==> src/rtl/sha1_msg_padder.sv <==
// sha1_msg_padder
//   Feeds the SHA-1 core. Collects a message of 1..55 bytes arriving as
//   32-bit big-endian words, applies SHA-1 padding (0x80 marker, zero fill,
//   64-bit bit length) and presents the single resulting 512-bit block on
//   msg, pulsing start once the core is not busy. Longer messages are
//   discarded with a one-cycle err pulse. A build buffer plus the msg output
//   register let the next message stream in while the core is busy.
//
// Ports
//   clk       rising-edge clock
//   reset     asynchronous active-low reset
//   in_data   message word, first byte in [31:24]
//   in_valid  in_data valid this cycle
//   in_last   final word of the message (qualified by in_valid)
//   in_bytes  valid bytes in the last word (0 means 4)
//   in_ready  padder accepts a word this cycle
//   busy      core busy flag
//   msg       padded block, word 0 in [511:480]
//   start     one-cycle request to the core to consume msg
//   err       one-cycle pulse when an over-length message was dropped
module sha1_msg_padder (
    input  logic         clk,
    input  logic         reset,
    input  logic [31:0]  in_data,
    input  logic         in_valid,
    input  logic         in_last,
    input  logic [1:0]   in_bytes,
    output logic         in_ready,
    input  logic         busy,
    output logic [511:0] msg,
    output logic         start,
    output logic         err
);

    typedef enum logic [1:0] {FILL, FULL, DROP} build_state_t;
    typedef enum logic [1:0] {OIDLE, OREQ, OACK} issue_state_t;

    build_state_t bstate;
    issue_state_t istate;

    logic [511:0] blk;
    logic [3:0]   wcnt;
    logic [5:0]   bcnt;
    logic         busy_r;

    logic         accept;
    logic         copy;
    logic         overflow;
    logic [2:0]   add;
    logic [6:0]   total;
    logic [31:0]  lane_mask;
    logic [8:0]   wbase;
    logic [8:0]   pbase;
    logic [511:0] blk_word;
    logic [511:0] blk_pad;

    assign in_ready = (bstate != FULL);
    assign accept   = in_valid && in_ready;
    // Output register takes the completed block and frees the build side
    // in the same cycle.
    assign copy     = (istate == OIDLE) && (bstate == FULL);

    always_comb begin
        add = (in_last && (in_bytes != 2'd0)) ? {1'b0, in_bytes} : 3'd4;
        total = {1'b0, bcnt} + {4'b0, add};
        overflow = (total > 7'd55);

        lane_mask = '1;
        if (in_last) begin
            case (in_bytes)
                2'd1:    lane_mask = 32'hFF00_0000;
                2'd2:    lane_mask = 32'hFFFF_0000;
                2'd3:    lane_mask = 32'hFFFF_FF00;
                default: lane_mask = '1;
            endcase
        end

        wbase = 9'd511 - {wcnt, 5'b0};
        pbase = 9'd511 - {total[5:0], 3'b0};

        blk_word = blk;
        blk_word[wbase -: 32] = in_data & lane_mask;

        // The buffer is all-zero beyond the written words, so only the
        // marker byte and the length field need to be added.
        blk_pad = blk_word;
        blk_pad[pbase -: 8] = 8'h80;
        blk_pad[63:0] = {54'b0, total, 3'b0};
    end

    // Build side
    always_ff @(posedge clk or negedge reset) begin
        if (!reset) begin
            bstate <= FILL;
            blk    <= '0;
            wcnt   <= '0;
            bcnt   <= '0;
            err    <= 1'b0;
        end else begin
            err <= 1'b0;
            if (copy) begin
                bstate <= FILL;
                blk    <= '0;
                wcnt   <= '0;
                bcnt   <= '0;
            end else begin
                case (bstate)
                    FILL: begin
                        if (accept) begin
                            if (overflow) begin
                                blk  <= '0;
                                wcnt <= '0;
                                bcnt <= '0;
                                if (in_last) begin
                                    err <= 1'b1;
                                end else begin
                                    bstate <= DROP;
                                end
                            end else if (in_last) begin
                                blk    <= blk_pad;
                                bcnt   <= total[5:0];
                                wcnt   <= wcnt + 4'd1;
                                bstate <= FULL;
                            end else begin
                                blk  <= blk_word;
                                bcnt <= total[5:0];
                                wcnt <= wcnt + 4'd1;
                            end
                        end
                    end
                    DROP: begin
                        if (accept && in_last) begin
                            err    <= 1'b1;
                            bstate <= FILL;
                        end
                    end
                    default: ;
                endcase
            end
        end
    end

    // Issue side
    always_ff @(posedge clk or negedge reset) begin
        if (!reset) begin
            istate <= OIDLE;
            msg    <= '0;
            start  <= 1'b0;
            busy_r <= 1'b0;
        end else begin
            busy_r <= busy;
            start  <= 1'b0;
            case (istate)
                OIDLE: begin
                    if (copy) begin
                        msg    <= blk;
                        istate <= OREQ;
                    end
                end
                OREQ: begin
                    if (!busy_r) begin
                        start  <= 1'b1;
                        istate <= OACK;
                    end
                end
                OACK: begin
                    if (busy_r) begin
                        istate <= OIDLE;
                    end
                end
                default: istate <= OIDLE;
            endcase
        end
    end

endmodule

==> config.mk <==
export PLATFORM = sky130hd
export DESIGN_NAME = sha1_msg_padder
export DESIGN_NICKNAME = d
export VERILOG_FILES = /design/src/rtl/sha1_msg_padder.sv
export SDC_FILE = /design/constraint.sdc
export NUM_CORES = 2
export LEC_CHECK = 0
export CAP_MARGIN = 20
export CORE_MARGIN = 2
export CORE_UTILIZATION = 45
export DETAILED_ROUTE_END_ITERATION = 10
export HOLD_SLACK_MARGIN = 0.06
export PLACE_DENSITY_LB_ADDON = 0.15
export SYNTH_ARGS = -nofsm -noshare
export SYNTH_HDL_FRONTEND = slang
export SYNTH_SLANG_ARGS = --single-unit
==> constraint.sdc <==
create_clock -name clk -period 3.3 [get_ports clk]
set_input_delay 0.66 -clock clk [delete_from_list [all_inputs] [get_ports clk]]
set_output_delay 0.66 -clock clk [all_outputs]
set_load 0.1 [all_outputs]
==> impl_metrics.tcl <==
set metrics [dict create \
    outcome "finished clean" \
    crit_type "in2reg" \
    arrival_ns 3.57 \
    grt_max_degree 160 \
    rsz0062_at_grt "no" \
    yosysUniqueCellTypes 73 \
    cts-root-buf "clkbuf_16" \
    viasPerCell 5.50 \
    grt_pass1_vias 33100 \
    cts-buffers-inserted 108 \
    antenna_found_initial 3 \
    wl_met2_um 65800 \
    yosys_register_bits 1041 \
    layout_commonest_cell "nand2_1" \
    period_share_pct 90.0 \
    routed_wl_um 142000 \
    dp_hpwl_um 102000 \
    p_per_area_nw_per_um2 803 \
    nets 4824 \
    syn_avg_cell_area_um2 10.2 \
    yosysTopAreaCell "dfrtp_1" \
    dieArea_um2 93300 \
    grt_pass1_wl_um 214000 \
    path_buf_inv 6 \
    cts_sinks 1041 \
    area_growth_syn_to_layout_pct 29.0 \
    slew_violations 0 \
    grt_overflow 0 \
    io_pins 554 \
    routabilityCongestion 0.931 \
    fin_area_um2 52800 \
    drive_above_1_share_pct 23.2 \
    ys.flop_type "dfrtp_1" \
    synth.top_cells.by_area "dfrtp_1, nand2_1, o2bb2ai_1" \
    synthCells 4012 \
    cap_violations 0 \
    clkLatencyLatePin_ns 0.69 \
    layout_min_cycle_time_ns 2.97 \
    worstPathCellList "dlymetal6s2s_1 > inv_2 > ha_4 > nor2b_4 > inv_2 > nor2_1 > ha_2 > fa_2 > buf_6 > a21oi_4 > o32ai_2 > a211oi_2 > buf_4 > nor3_2 > o31ai_2 > buf_4 > o2bb2ai_1" \
    die_y_um 305 \
    synth.net_count 4063 \
    io_buffers 553 \
    drc 0 \
    tightest_slew_ns 1.10 \
    die_w_um 305 \
    fmax_mhz 337 \
    core_area_um2 90000 \
    hold_violations 0 \
    cts.path.max_buffers 3 \
    num_vias 33200 \
    async_flop_share_pct 100 \
    top_layer "met5" \
    relSlewSlack_pct 26.4 \
    critPathMaxStageDelay_ns 0.35 \
    htree_levels 3 \
    grt_usage_pct 30.3 \
    cp_slowest_cell "fa_2" \
    wl_met1_um 60000 \
    seq_area_frac_synth_pct 63.7 \
    synth-edff-count 0 \
    wl_per_cell_um 23.5 \
    wl_met3_um 9900 \
    power_uw 42400 \
    rows 110 \
    start_util_pct 45.4 \
    critPathCaptureType "flop" \
    ir_worst_vdd_mv 0.613 \
    ant_nets 0 \
    placed_area_um2 48500 \
    timing.hold.ws_ns 0.423 \
    path_clk_slew_ns 0.06 \
    finalSetupViolCount 0 \
    dr.pass1.iters 6 \
    holdCritPathClass "in2reg" \
    syn-cell-area_um2 40900 \
    worst_setup_path_start_kind "input port" \
    fill_cells 7884 \
    required_ns 3.90 \
    synth-warning-count 0 \
    cellLeakagePower_uw 0.0271 \
    path_max_fanout 8 \
    mostFrequentLayoutCells "nand2_1, dfrtp_1, buf_4, o2bb2ai_1, o21ai_0" \
    first_iter_violations 3000 \
    synth_top_area_share_pct 63.7 \
    cp_top_family "compound AO/OA/AOI/OAI gates" \
    cts_tree "yes" \
    finalClockSkew_ns 0.0323 \
]
==> per-stage QoR <==
stage                     cells  setup slack, ns  utilization [%]  TNS (ns)
after detailed placement   5831           -0.856             53.9   -366.13
after CTS                  6033         -0.00486             58.3   -0.0152
final                      6042            0.332             58.6         0
after floorplan            4012           0.0263                -         0
after global placement     5831           -0.855             53.9   -361.64
after global routing       6037            0.209             58.6         0
==> cells in the mapped netlist (5+ instances only) <==
master        n
o21ai_2      12
a22o_1       61
ha_1         11
a31o_2       12
nor2b_1       8
inv_1         7
nor3_1       24
a221o_1       6
and2_1        6
buf_2        74
o32ai_1       7
nor2_1       74
nor3_2       25
a21o_1       14
nand2_1    1805
a21oi_1      26
or3_1         5
o21ai_1      22
nand2b_1     17
clkbuf_1     96
and3_1        5
nor4_1       19
dfrtp_1    1041
buf_1        10
buf_4         5
o2bb2ai_1   359
nand3_1      53
a31oi_1       5
o21ai_0     118
==> state kept, by name, summed over array words and instances (netlist names) <==
register and flops:
bstate 2, bcnt 6, err 1, wcnt 4, busy_r 1, start 1
msg 512, istate 2, blk 512
==> area by class of cell <==
class	count	area, um^2	area share [%]
repair buffers	839	7040	13.3
clock inverters	36	472	0.894
clock buffers	162	3160	5.99
inverters	8	30.0	0.0569
diodes	5	12.5	0.0237
well taps	1176	1470	2.79
flip-flops and latches	1041	26100	49.4
multi-input cells	2775	14500	27.5
==> layer usage <==
layer	vias up	GRT usage, %
met3	251	5.93
met2	1192	47.2
met4	2	13.2
met5	-	0
met1	16700	41.6
li1	15100	-
==> worst paths after layout <==
kind	start	endpoint	slack, ns	depth (start not counted)
max	in_bytes[1]	blk[66]	0.33	17
min	busy	busy_r	0.42	1
max reg2reg	bcnt[0]	blk[66]	0.42	11
min reg2reg	busy_r	istate[1]	0.46	1
max in group asynchronous	reset	msg[188]	1.68	3
min in group asynchronous	reset	msg[267]	0.61	2
==> report_power, final <==
group          internal [uW]  total, uW  switching (uW)
logic                   3580      15400           11800
clock network           7250      12400            5200
registers              13700      14500             774
==> kinds of logic after synthesis <==
kind of cell	Yosys count	synth area share [%]
AOI/OAI and AO/OA	691	13.4
xor gates and xnor gates	5	0.107
adders and majority gates	12	0.385
buffers and inverters	196	2.13
DFF	1041	63.7
muxes	2	0.0520
and+or+nand+nor	2065	20.2
==> repair_timing <==
action,CTS,global route
endpoints found under the hold margin,32,0
endpoints found under the setup margin,268,506
gates resized for setup,60,52
hold buffers,1,0
cloned,0,0
pin swaps,3,5
setup buffers,3,4
Power figures use the tool's default switching activity.
